`config.mk`:
```
export PLATFORM = sky130hd
export DESIGN_NAME = spi_apb_arb
export DESIGN_NICKNAME = d
export VERILOG_FILES = /design/src/rtl/spi_apb_arb.sv
export SDC_FILE = /design/constraint.sdc
export NUM_CORES = 1
export LEC_CHECK = 0
export CORE_AREA = 2 2 128 130
export DETAILED_ROUTE_END_ITERATION = 10
export DIE_AREA = 0 0 130 132
export PLACE_DENSITY_LB_ADDON = 0.15
export RECOVER_POWER = 25
export SYNTH_ARGS = -nofsm -noshare
export SYNTH_HDL_FRONTEND = slang
export SYNTH_SLANG_ARGS = --single-unit
```
`constraint.sdc`:
```
create_clock -name clk -period 4.2 [get_ports clk]
set_clock_uncertainty 0.05 [all_clocks]
set_input_delay 0.42 -clock clk [delete_from_list [all_inputs] [get_ports clk]]
set_output_delay 0.42 -clock clk [all_outputs]
set_load 0.05 [all_outputs]
```
`src/rtl/spi_apb_arb.sv`:
```
// Round-robin arbiter that funnels several valid/ready requesters onto one APB
// master port, running one complete SETUP/ACCESS transfer per grant.
module spi_apb_arb #(
    parameter int NUM_REQ        = 4,
    parameter int APB_ADDR_WIDTH = 16,
    parameter int APB_DATA_WIDTH = 32,
    localparam int IW            = (NUM_REQ > 1) ? $clog2(NUM_REQ) : 1
) (
    input  logic                               clk,
    input  logic                               rst_n,
    input  logic [NUM_REQ-1:0]                 req_valid,
    input  logic [NUM_REQ-1:0]                 req_write,
    input  logic [NUM_REQ*APB_ADDR_WIDTH-1:0]  req_addr,
    input  logic [NUM_REQ*APB_DATA_WIDTH-1:0]  req_wdata,
    output logic [NUM_REQ-1:0]                 req_ready,
    output logic [NUM_REQ-1:0]                 rsp_valid,
    output logic [APB_DATA_WIDTH-1:0]          rsp_rdata,
    output logic [IW-1:0]                      gnt_idx,
    output logic                               busy,
    output logic                               apb_psel,
    output logic                               apb_penable,
    output logic                               apb_pwrite,
    output logic [APB_ADDR_WIDTH-1:0]          apb_paddr,
    output logic [APB_DATA_WIDTH-1:0]          apb_pwdata,
    input  logic                               apb_pready,
    input  logic [APB_DATA_WIDTH-1:0]          apb_prdata
);
    localparam int AW = APB_ADDR_WIDTH;
    localparam int DW = APB_DATA_WIDTH;

    typedef enum logic [1:0] {IDLE, SETUP, ACCESS, DONE} state_t;

    state_t              state_reg, state_next;
    logic [IW-1:0]       last_reg, last_next;
    logic [IW-1:0]       gnt_reg, gnt_next;
    logic [NUM_REQ-1:0]  ready_reg, ready_next;
    logic [NUM_REQ-1:0]  rsp_reg, rsp_next;
    logic [DW-1:0]       rdata_reg, rdata_next;
    logic                busy_reg, busy_next;
    logic                psel_reg, psel_next;
    logic                penable_reg, penable_next;
    logic                pwrite_reg, pwrite_next;
    logic [AW-1:0]       paddr_reg, paddr_next;
    logic [DW-1:0]       pwdata_reg, pwdata_next;

    logic                win_found;
    logic [IW-1:0]       win_idx;
    logic [IW-1:0]       cand_idx;
    int                  cand;

    // Scan last+1, last+2, ... with wrap; the first set bit wins.
    always_comb begin
        win_found = 1'b0;
        win_idx   = last_reg;
        cand      = 0;
        cand_idx  = '0;
        for (int o = 1; o <= NUM_REQ; o++) begin
            cand     = (int'(last_reg) + o) % NUM_REQ;
            cand_idx = IW'(cand);
            if (!win_found && req_valid[cand_idx]) begin
                win_found = 1'b1;
                win_idx   = cand_idx;
            end
        end
    end

    always_comb begin
        state_next   = state_reg;
        last_next    = last_reg;
        gnt_next     = gnt_reg;
        ready_next   = '0;
        rsp_next     = '0;
        rdata_next   = rdata_reg;
        busy_next    = busy_reg;
        psel_next    = psel_reg;
        penable_next = penable_reg;
        pwrite_next  = pwrite_reg;
        paddr_next   = paddr_reg;
        pwdata_next  = pwdata_reg;
        case (state_reg)
            IDLE: begin
                if (win_found) begin
                    pwrite_next          = req_write[win_idx];
                    paddr_next           = req_addr[win_idx*AW +: AW];
                    pwdata_next          = req_wdata[win_idx*DW +: DW];
                    ready_next[win_idx]  = 1'b1;
                    gnt_next             = win_idx;
                    last_next            = win_idx;
                    psel_next            = 1'b1;
                    penable_next         = 1'b0;
                    busy_next            = 1'b1;
                    state_next           = SETUP;
                end
            end
            SETUP: begin
                penable_next = 1'b1;
                state_next   = ACCESS;
            end
            ACCESS: begin
                if (apb_pready) begin
                    if (!pwrite_reg) begin
                        rdata_next = apb_prdata;
                    end
                    psel_next         = 1'b0;
                    penable_next      = 1'b0;
                    rsp_next[gnt_reg] = 1'b1;
                    state_next        = DONE;
                end
            end
            DONE: begin
                busy_next  = 1'b0;
                state_next = IDLE;
            end
            default: state_next = IDLE;
        endcase
    end

    always_ff @(posedge clk or negedge rst_n) begin
        if (!rst_n) begin
            state_reg   <= IDLE;
            last_reg    <= IW'(NUM_REQ - 1);
            gnt_reg     <= '0;
            ready_reg   <= '0;
            rsp_reg     <= '0;
            rdata_reg   <= '0;
            busy_reg    <= 1'b0;
            psel_reg    <= 1'b0;
            penable_reg <= 1'b0;
            pwrite_reg  <= 1'b0;
            paddr_reg   <= '0;
            pwdata_reg  <= '0;
        end else begin
            state_reg   <= state_next;
            last_reg    <= last_next;
            gnt_reg     <= gnt_next;
            ready_reg   <= ready_next;
            rsp_reg     <= rsp_next;
            rdata_reg   <= rdata_next;
            busy_reg    <= busy_next;
            psel_reg    <= psel_next;
            penable_reg <= penable_next;
            pwrite_reg  <= pwrite_next;
            paddr_reg   <= paddr_next;
            pwdata_reg  <= pwdata_next;
        end
    end

    assign req_ready   = ready_reg;
    assign rsp_valid   = rsp_reg;
    assign rsp_rdata   = rdata_reg;
    assign gnt_idx     = gnt_reg;
    assign busy        = busy_reg;
    assign apb_psel    = psel_reg;
    assign apb_penable = penable_reg;
    assign apb_pwrite  = pwrite_reg;
    assign apb_paddr   = paddr_reg;
    assign apb_pwdata  = pwdata_reg;

endmodule

```
==> out/results.ini <==
[run_status]
status = complete, but fails checks
failed_checks = capacitance limit, slew limit

[timing]
fin_crit_sh_pct = 61.2
finalSetupTns_ns = 0
layout_setup_ws_ns = 1.63
finalHoldViolCount = 0
worst_slew_pin_slew_ns = 2.01
post-route-min-period_ns = 2.57
fmaxAchievable_mhz = 389
setup_viol_count_final = 0
slew_headroom_pct = -34.2
rsz0062_at_grt = false
drv_slew = 80

[die]
die_w_microns = 130
fp-row-count = 46
core_area_sq_um = 15700
dieHeight_microns = 132
io_pins = 329
die_area_sq_um = 17200
initial_utilization_pct = 34.1

[clock_network]
htree_levels = 3
numCtsBuffers = 9
clk_latency_ns = 0.35
postCtsHoldBufs = 0
clockRootBuffer = clkbuf_16
cts_num_sinks = 98
cts_max_path_buffers = 2
clk_pin_slew_ns = 0.07
cts_resized = 0
cts_tree = done
cts_setup_buffers = 0

[worst_setup_path]
crit_type = in -> reg
cp-start-kind = input port
critPathCaptureType = flip-flop
required_ns = 4.34
critPathMaxFanout = 50
arrival_ns = 2.71

[synthesis]
synth-seq-cells = 98
syn_nets = 657
synth_cell_types = 34
synth_area_per_cell_sq_um = 12.8
netlist_area_sq_um = 5360
syn_inst = 418
yosysSeqAreaShare_pct = 45.8
ys_warn_count = 0

[run]
maxCapViolCount = 1

[global_route]
grt_pass1_vias = 5105
grt.busiest_layer = met2
grt_use_total_pct = 20.4
antenna_found_initial = 1
met1_usage_pct = 21.5
grt_max_degree = 80
use_met3_pct = 6.17
grt_overflow = 0
use_met2_pct = 38.4
grt_pass1_wl_microns = 26900

[hold_path]
hp-class = reg -> reg

[power_and_ir_drop]
powerDensity_nw_per_um2 = 802
ir_drop_v = 0.000500
power_leakage_nw = 3.79
finalPower_mw = 7.25

[finish]
fin_nets = 966
drive_gt1_share_pct = 15.2
area_growth_pct = 68.5
final_util_pct = 57.5
instances_no_fill = 949

[routing]
wl_microns = 17900
routed-via-count = 4638
drt_first_pass_iters = 4
first_iter_violations = 152
antenna_left = 0
drc = 0
wl_per_cell_microns = 18.8
vias_per_cell = 4.89

[place]
dp_hpwl_microns = 13800
place_congestion = 0.785
pre_cts_ws_ns = 1.27
dp_cells = 932
port_buffers = 328

-- cells in the final DEF, fill, tap and decap left out, types with 2 or more instances in the layout --
cell,instances
clkbuf_16,9
dfrtp_1,96
mux2i_1,98
nor3b_1,2
buf_12,2
nor3_1,2
mux2_2,31
clkinv_2,2
bufinv_16,2
mux2_1,2
ha_1,4
dfstp_2,2
clkinvlp_4,2
nand2_1,59
o221ai_2,49
a21oi_1,3
nor2_1,7
o21ai_0,5
o21ai_1,3
inv_1,5
nor2b_1,2
clkdlybuf4s50_1,327
-- Yosys cell counts --
library cell	count	area share (%)
o22a_1	1	0.16
inv_2	1	0.070
and4_1	1	0.16
nor4_4	1	0.40
clkbuf_1	5	0.35
nand2_4	1	0.21
dfstp_2	2	0.98
o21ai_1	3	0.28
nand2b_1	3	0.35
ha_1	4	0.93
a21oi_1	3	0.28
nor3b_1	2	0.28
o221ai_1	1	0.16
nor2b_1	2	0.23
dfrtp_1	96	45
a22o_1	1	0.16
nor3_1	2	0.19
nand2_1	59	4.1
or2_2	1	0.12
buf_6	6	1.3
mux2_2	31	6.5
a22oi_1	1	0.14
buf_2	7	0.65
and2b_4	1	0.19
o221ai_2	49	14
o21ai_0	5	0.47
o211ai_1	1	0.14
inv_1	5	0.35
nor2_1	7	0.49
buf_8	5	1.4
mux2i_1	98	18
a221oi_2	1	0.28
buf_4	10	1.4
mux2_1	2	0.42
-- final timing paths --
kind,cells after the start,startpoint,end,slack (ns)
max in group asynchronous,2,rst_n,rsp_rdata[30],2.31
worst max-delay path,6,req_valid[1],apb_paddr[15],1.63
worst min-delay path,2,apb_paddr[13],apb_paddr[13],0.44
worst min register to register,2,apb_paddr[13],apb_paddr[13],0.44
worst max register to register,5,last_reg[0],apb_paddr[15],1.65
min in group asynchronous,1,rst_n,apb_penable,0.57
-- critical path: stages --
cell and delay, ns:
clkdlybuf4s50_1 0.51, nand2b_1 0.22, o21ai_1 0.12, a221oi_2 0.41, nand2b_4 0.78, o221ai_2 0.17
-- through the flow --
stage	hold slack, ns	area [sq um]
floorplan	0.0744	5360
global placement	0.421	8710
detailed placement	0.425	8710
CTS	0.233	9030
global route	0.460	9030
finish	0.437	9030
-- power by group --
part	internal (mW)	switching, mW
sequential	1.42	0.277
combinational	1.79	2.88
clock	0.521	0.365
-- cell families (layout without fill, tap and decap cells) --
family | Yosys count | in the layout | share of synthesized area (%)
adder cells (fa/ha/maj) | 4 | 4 | 0.934
other | 0 | 1 | 0
AND/OR/NAND/NOR | 80 | 80 | 6.75
multiplexers | 131 | 131 | 25.2
buffers and inverters | 39 | 353 | 5.49
flip-flops | 98 | 98 | 45.8
AO/OA/AOI/OAI | 66 | 66 | 15.8
-- layer usage --
metal	routed length (microns)	vias up
li1	-	2166
met1	6610	2254
met2	9460	199
met3	1520	19
met4	291	0
met5	0	-
-- cell type report --
| type | instances | area, sq um |
|---|---|---|
| inverter | 6 | 22.5 |
| clock buffer | 9 | 225 |
| antenna | 1 | 2.50 |
| fill | 1341 | 6680 |
| clock inverter | 7 | 93.8 |
| multi-input combinational | 281 | 2640 |
| timing repair buffer | 331 | 3330 |
| sequential | 98 | 2450 |
| tap | 216 | 270 |
Power figures use the tool's default switching activity.
==> RTL edit 1: new RTL, config.mk and constraints unchanged <==
The 4 states of `state_t` get a one-hot encoding in 4 bits.
--- a/src/rtl/spi_apb_arb.sv
+++ b/src/rtl/spi_apb_arb.sv
@@ -28,7 +28,7 @@
     localparam int AW = APB_ADDR_WIDTH;
     localparam int DW = APB_DATA_WIDTH;
 
-    typedef enum logic [1:0] {IDLE, SETUP, ACCESS, DONE} state_t;
+    typedef enum logic [3:0] {IDLE = 4'b0001, SETUP = 4'b0010, ACCESS = 4'b0100, DONE = 4'b1000} state_t;
 
     state_t              state_reg, state_next;
     logic [IW-1:0]       last_reg, last_next;
Check against the original RTL: same outputs for any inputs over 4 cycles, from zero or initial values and one cycle with rst_n low; so few cycles prove little.
==> RTL edit 1 against the unedited design <==
  * The flow still finishes with violations (capacitance limit, slew limit)
  * Worst setup slack worse by 0.27 ns
  * Combinational power down 4%
  * Routed wire length increased by 11%
  * Final area increased by 2.6%
  * Sequential cell count rose by 2
  * First-iteration DRC count grew to 2.8 times the old value
  * Sequential share of layout area decreased by 0.14 points
  * Clock power increased by 4.1%
  * Area after synthesis is 3.1% higher
  * Total power shrank 2.5%
  * Die area unchanged
  * Largest power group unchanged
  * Highest routed layer unchanged
==> RTL edit 1: results (changes against the unedited design) <==
Parameter                              Value

Yosys
  Top cells by area, synth ... sky130_fd_sc_hd__dfrtp_1 44%, sky130_fd_sc_hd__mux2i_1 9.2%, sky130_fd_sc_hd__nor4b_1 7.6%
  Net Count, Synth ... 721 (+9.7%)
  Sequential element share of the synthesized area ... 45.36% (-0.44 points)
  Post-synthesis cell type count ... 39 (+15%)

Status
  Outcome ... complete, but fails checks
  Failing checks ... capacitance limit, slew limit

Detailed routing
  First-pass DRT Iterations ... 6 (+2)
  WL per Instance ... 19.64 um (+4.3%)
  Vias ... 5442 (+17%)

Setup path
  Capturing point of the worst reg2reg path ... apb_pwdata[15]$_DFFE_PN0P_
  CP max FO ... 48 (-4.0%)
  Setup crit start ... last_reg[1]$_DFFE_PN1P_
  Setup slack, reg-to-reg ... 1.36 ns (-0.29 ns)
  Crit path arrival time ... 2.97 ns (+0.26 ns)
  R2R depth ... 4 (-1)

STA
  Final Max Tran Viols ... 37 (-54%)

Power
  Static leakage power ... 3.582 nW (-5.4%)

Flow run
  # Max-Cap Violations ... 1 (unchanged)

Global routing
  Met1 Resource Use GR ... 28.87% (+7.4 points)
  Number of antenna violations at the first check in global routing ... 2 (+1)
  Largest net degree at the start of global routing ... 66 (-18%)
  All-layer global routing usage ... 23.02% (+2.7 points)
  Wire length of the first global-routing pass ... 30860 um (+15%)

Cells and area
  Share of post-route cells with drive strength above 1 ... 9.620% (-5.5 points)
  Fill cell count ... 1299 (-3.1%)

Placed design
  RePlAce Congestion ... 0.7954 (+1.3%)
RTL edit 1: cell types whose count changed after synthesis, sizes merged, moves of 47 or more:
cell	delta
nand2	-55
nor2	+55
o221ai	-50
a211oi	+49
a2111oi	+48
nor4b	+48
mux2i	-47
RTL edit 1: kinds of logic after synthesis:
| kind of cell | after synthesis |
|---|---|
| flops | 100 |
| buf+inv | 55 |
| mux | 84 |
| simple gates | 134 |
| compound gates | 113 |
RTL edit 1: worst max-delay path, stage by stage (launching register included):
cell	delay (ns)
sky130_fd_sc_hd__dfstp_2	0.64
sky130_fd_sc_hd__mux2i_1	0.22
sky130_fd_sc_hd__a221o_2	0.75
sky130_fd_sc_hd__and3_4	0.77
sky130_fd_sc_hd__a211oi_1	0.19
RTL edit 1: worst max path at each step:
stage               slack (ns)  cells after the start                         end
floorplan                 2.17                      7   apb_pwdata[6]$_DFFE_PN0P_
global placement          1.23                      5  apb_pwdata[31]$_DFFE_PN0P_
detailed placement        1.15                      5  apb_pwdata[15]$_DFFE_PN0P_
CTS                       1.39                      4  apb_pwdata[15]$_DFFE_PN0P_
global route              1.01                      2   rsp_rdata[30]$_DFFE_PN0P_
finish                    1.36                      4  apb_pwdata[15]$_DFFE_PN0P_
RTL edit 1: where the power goes:
group,internal [mW],leakage [nW],switching [mW]
logic,1.62,2.22,2.87
registers,1.39,1.20,0.260
clock network,0.543,0.161,0.379
total,3.56,3.58,3.51
RTL edit 1: routing by layer:
layer,wire (um),vias up
met1,7713,2608
li1,-,2493
met2,9810,308
met3,1725,33
met4,528,0
met5,0,-
RTL edit 1: through the flow:
step           setup slack [ns]  cell area [sq um]  instances  power, mW  hold WS (ns)
2_1_floorplan             2.172               5525        486      4.692       0.07441
3_3_place_gp              1.230               8946        990      6.088        0.4165
3_5_place_dp              1.154               8946        990      6.168        0.4239
4_1_cts                   1.392               9271       1006      7.105        0.1572
5_1_grt                   1.011               9270       1007      7.454        0.1745
6_report                  1.360               9270       1007      7.068        0.1096
RTL edit 1: area by class of cell:
cell class | instances | share of cell area, %
inverter | 5 | 0.2025
antenna | 1 | 0.02699
tap | 216 | 2.915
sequential | 100 | 27.03
clock inverter | 5 | 0.8908
timing repair buffer | 338 | 36.56
multi-input combinational | 331 | 29.75
clock buffer | 11 | 2.618
==> RTL edit 2: new RTL, same settings <==
Made on the original files. Change the parameter `APB_ADDR_WIDTH` from 16 to 18.
--- a/src/rtl/spi_apb_arb.sv
+++ b/src/rtl/spi_apb_arb.sv
@@ -2,7 +2,7 @@
 // master port, running one complete SETUP/ACCESS transfer per grant.
 module spi_apb_arb #(
     parameter int NUM_REQ        = 4,
-    parameter int APB_ADDR_WIDTH = 16,
+    parameter int APB_ADDR_WIDTH = 18,
     parameter int APB_DATA_WIDTH = 32,
     localparam int IW            = (NUM_REQ > 1) ? $clog2(NUM_REQ) : 1
 ) (
Interface: changed (resized apb_paddr and req_addr); port bits go from 329 to 339. No check against the original RTL was run, so the function may have changed too.
==> RTL edit 2 against the unedited design <==
  * The flow still finishes with violations (capacitance limit, slew limit)
  * Global-route usage rose by 1.3 points
  * Sequential cell count rose by 2
  * Final area fell by 1.3%
  * Worst setup slack got worse by 0.32 ns
  * Count of clock-buffer cells in the layout rose by 2
  * Clock power fell by 6.1%
  * Routed wire length rose by 4.6%
  * Fmax fell by 11%
  * First-iteration DRC count rose by 20%
  * Via count rose by 3.9%
  * Cell count rose by 2.5%
  * Total power fell by 2.9%
  * Area after synthesis fell by 4.8%
  * Non-clock buffer count rose by 13
  * Critical endpoint is now apb_paddr[5]$_DFFE_PN0P_
==> RTL edit 2: results (changes against the unedited design) <==
Parameter                              Value

Status
  Outcome ... complete, but fails checks
  Failing checks ... capacitance limit, slew limit

Placed design
  Half-perimeter wire length after placement ... 14760 um (+6.8%)
  Worst slack after detailed placement ... 1.073 ns (-0.2011 ns)
  RePlAce Congestion ... 0.7484 (-4.7%)
  Number of buffer cells added on primary ports ... 338 (+3.0%)

Detailed routing
  Met3 Wirelength ... 1469 um (-3.5%)
  WL per Instance ... 19.21 um (+2.0%)
  Vias ... 4819 (+3.9%)
  Met1 Wirelength ... 6568 um (-0.58%)
  Wire length on met2 ... 9995 um (+5.7%)

Cells and area
  Fill cell count ... 1364 (+1.7%)
  Total inserted antenna cells ... 2 (+1)
  Comb_multi_in ... 289 (+2.8%)

Global routing
  Largest net degree at the start of global routing ... 55 (-31%)
  All-layer global routing usage ... 21.62% (+1.3 points)
  Met2 usage ... 40.46% (+2.1 points)
  Number of antenna violations at the first check in global routing ... 2 (+1)

Setup path
  CP max FO ... 54 (+8.0%)
  Setup crit start ... rst_n
  Capturing point of the worst reg2reg path ... apb_paddr[12]$_DFFE_PN0P_
  Setup slack, reg-to-reg ... 1.47 ns (-0.18 ns)

Yosys
  Synth Instances ... 428 (+2.4%)

Flow run
  # Max-Cap Violations ... 1 (unchanged)

STA
  Final Max Tran Viols ... 55 (-31%)
-- RTL edit 2: changes by cell type after synthesis, moves of 4 or more --
cell                       delta
sky130_fd_sc_hd__o221ai_2    -48
sky130_fd_sc_hd__o221ai_1    +50
sky130_fd_sc_hd__buf_4        +5
sky130_fd_sc_hd__mux2i_1      +4
sky130_fd_sc_hd__buf_8        -5
-- RTL edit 2: worst min path at each step --
| stage | from | endpoint | slack (ns) | cells after the start |
|---|---|---|---|---|
| floorplan | rst_n | apb_paddr[0]$_DFFE_PN0P_ | 0.07 | 0 |
| global placement | apb_pwdata[15]$_DFFE_PN0P_ | apb_pwdata[15]$_DFFE_PN0P_ | 0.42 | 2 |
| detailed placement | apb_pwdata[31]$_DFFE_PN0P_ | apb_pwdata[31]$_DFFE_PN0P_ | 0.42 | 2 |
| CTS | rst_n | apb_pwdata[8]$_DFFE_PN0P_ | 0.09 | 1 |
| global route | apb_pwdata[11]$_DFFE_PN0P_ | apb_pwdata[11]$_DFFE_PN0P_ | 0.46 | 2 |
| finish | apb_pwdata[31]$_DFFE_PN0P_ | apb_pwdata[31]$_DFFE_PN0P_ | 0.44 | 2 |
-- RTL edit 2: kinds of logic (layout without fill, tap and decap cells) --
logic type | after synthesis | in the layout | share of synthesized area, %
muxes | 135 | 135 | 27.30
and+or+nand+nor | 82 | 82 | 6.893
other | 0 | 2 | 0
adders and majority gates | 4 | 4 | 0.9812
DFF | 100 | 100 | 49.10
AOI/OAI and AO/OA | 68 | 68 | 11.06
buffers and inverters | 39 | 366 | 4.660
-- RTL edit 2: power breakdown --
part           switching (mW)  internal (mW)  total (mW)
registers               0.286           1.45        1.73
logic                    2.78           1.70        4.48
clock network           0.367          0.465       0.832
total                    3.44           3.61        7.04
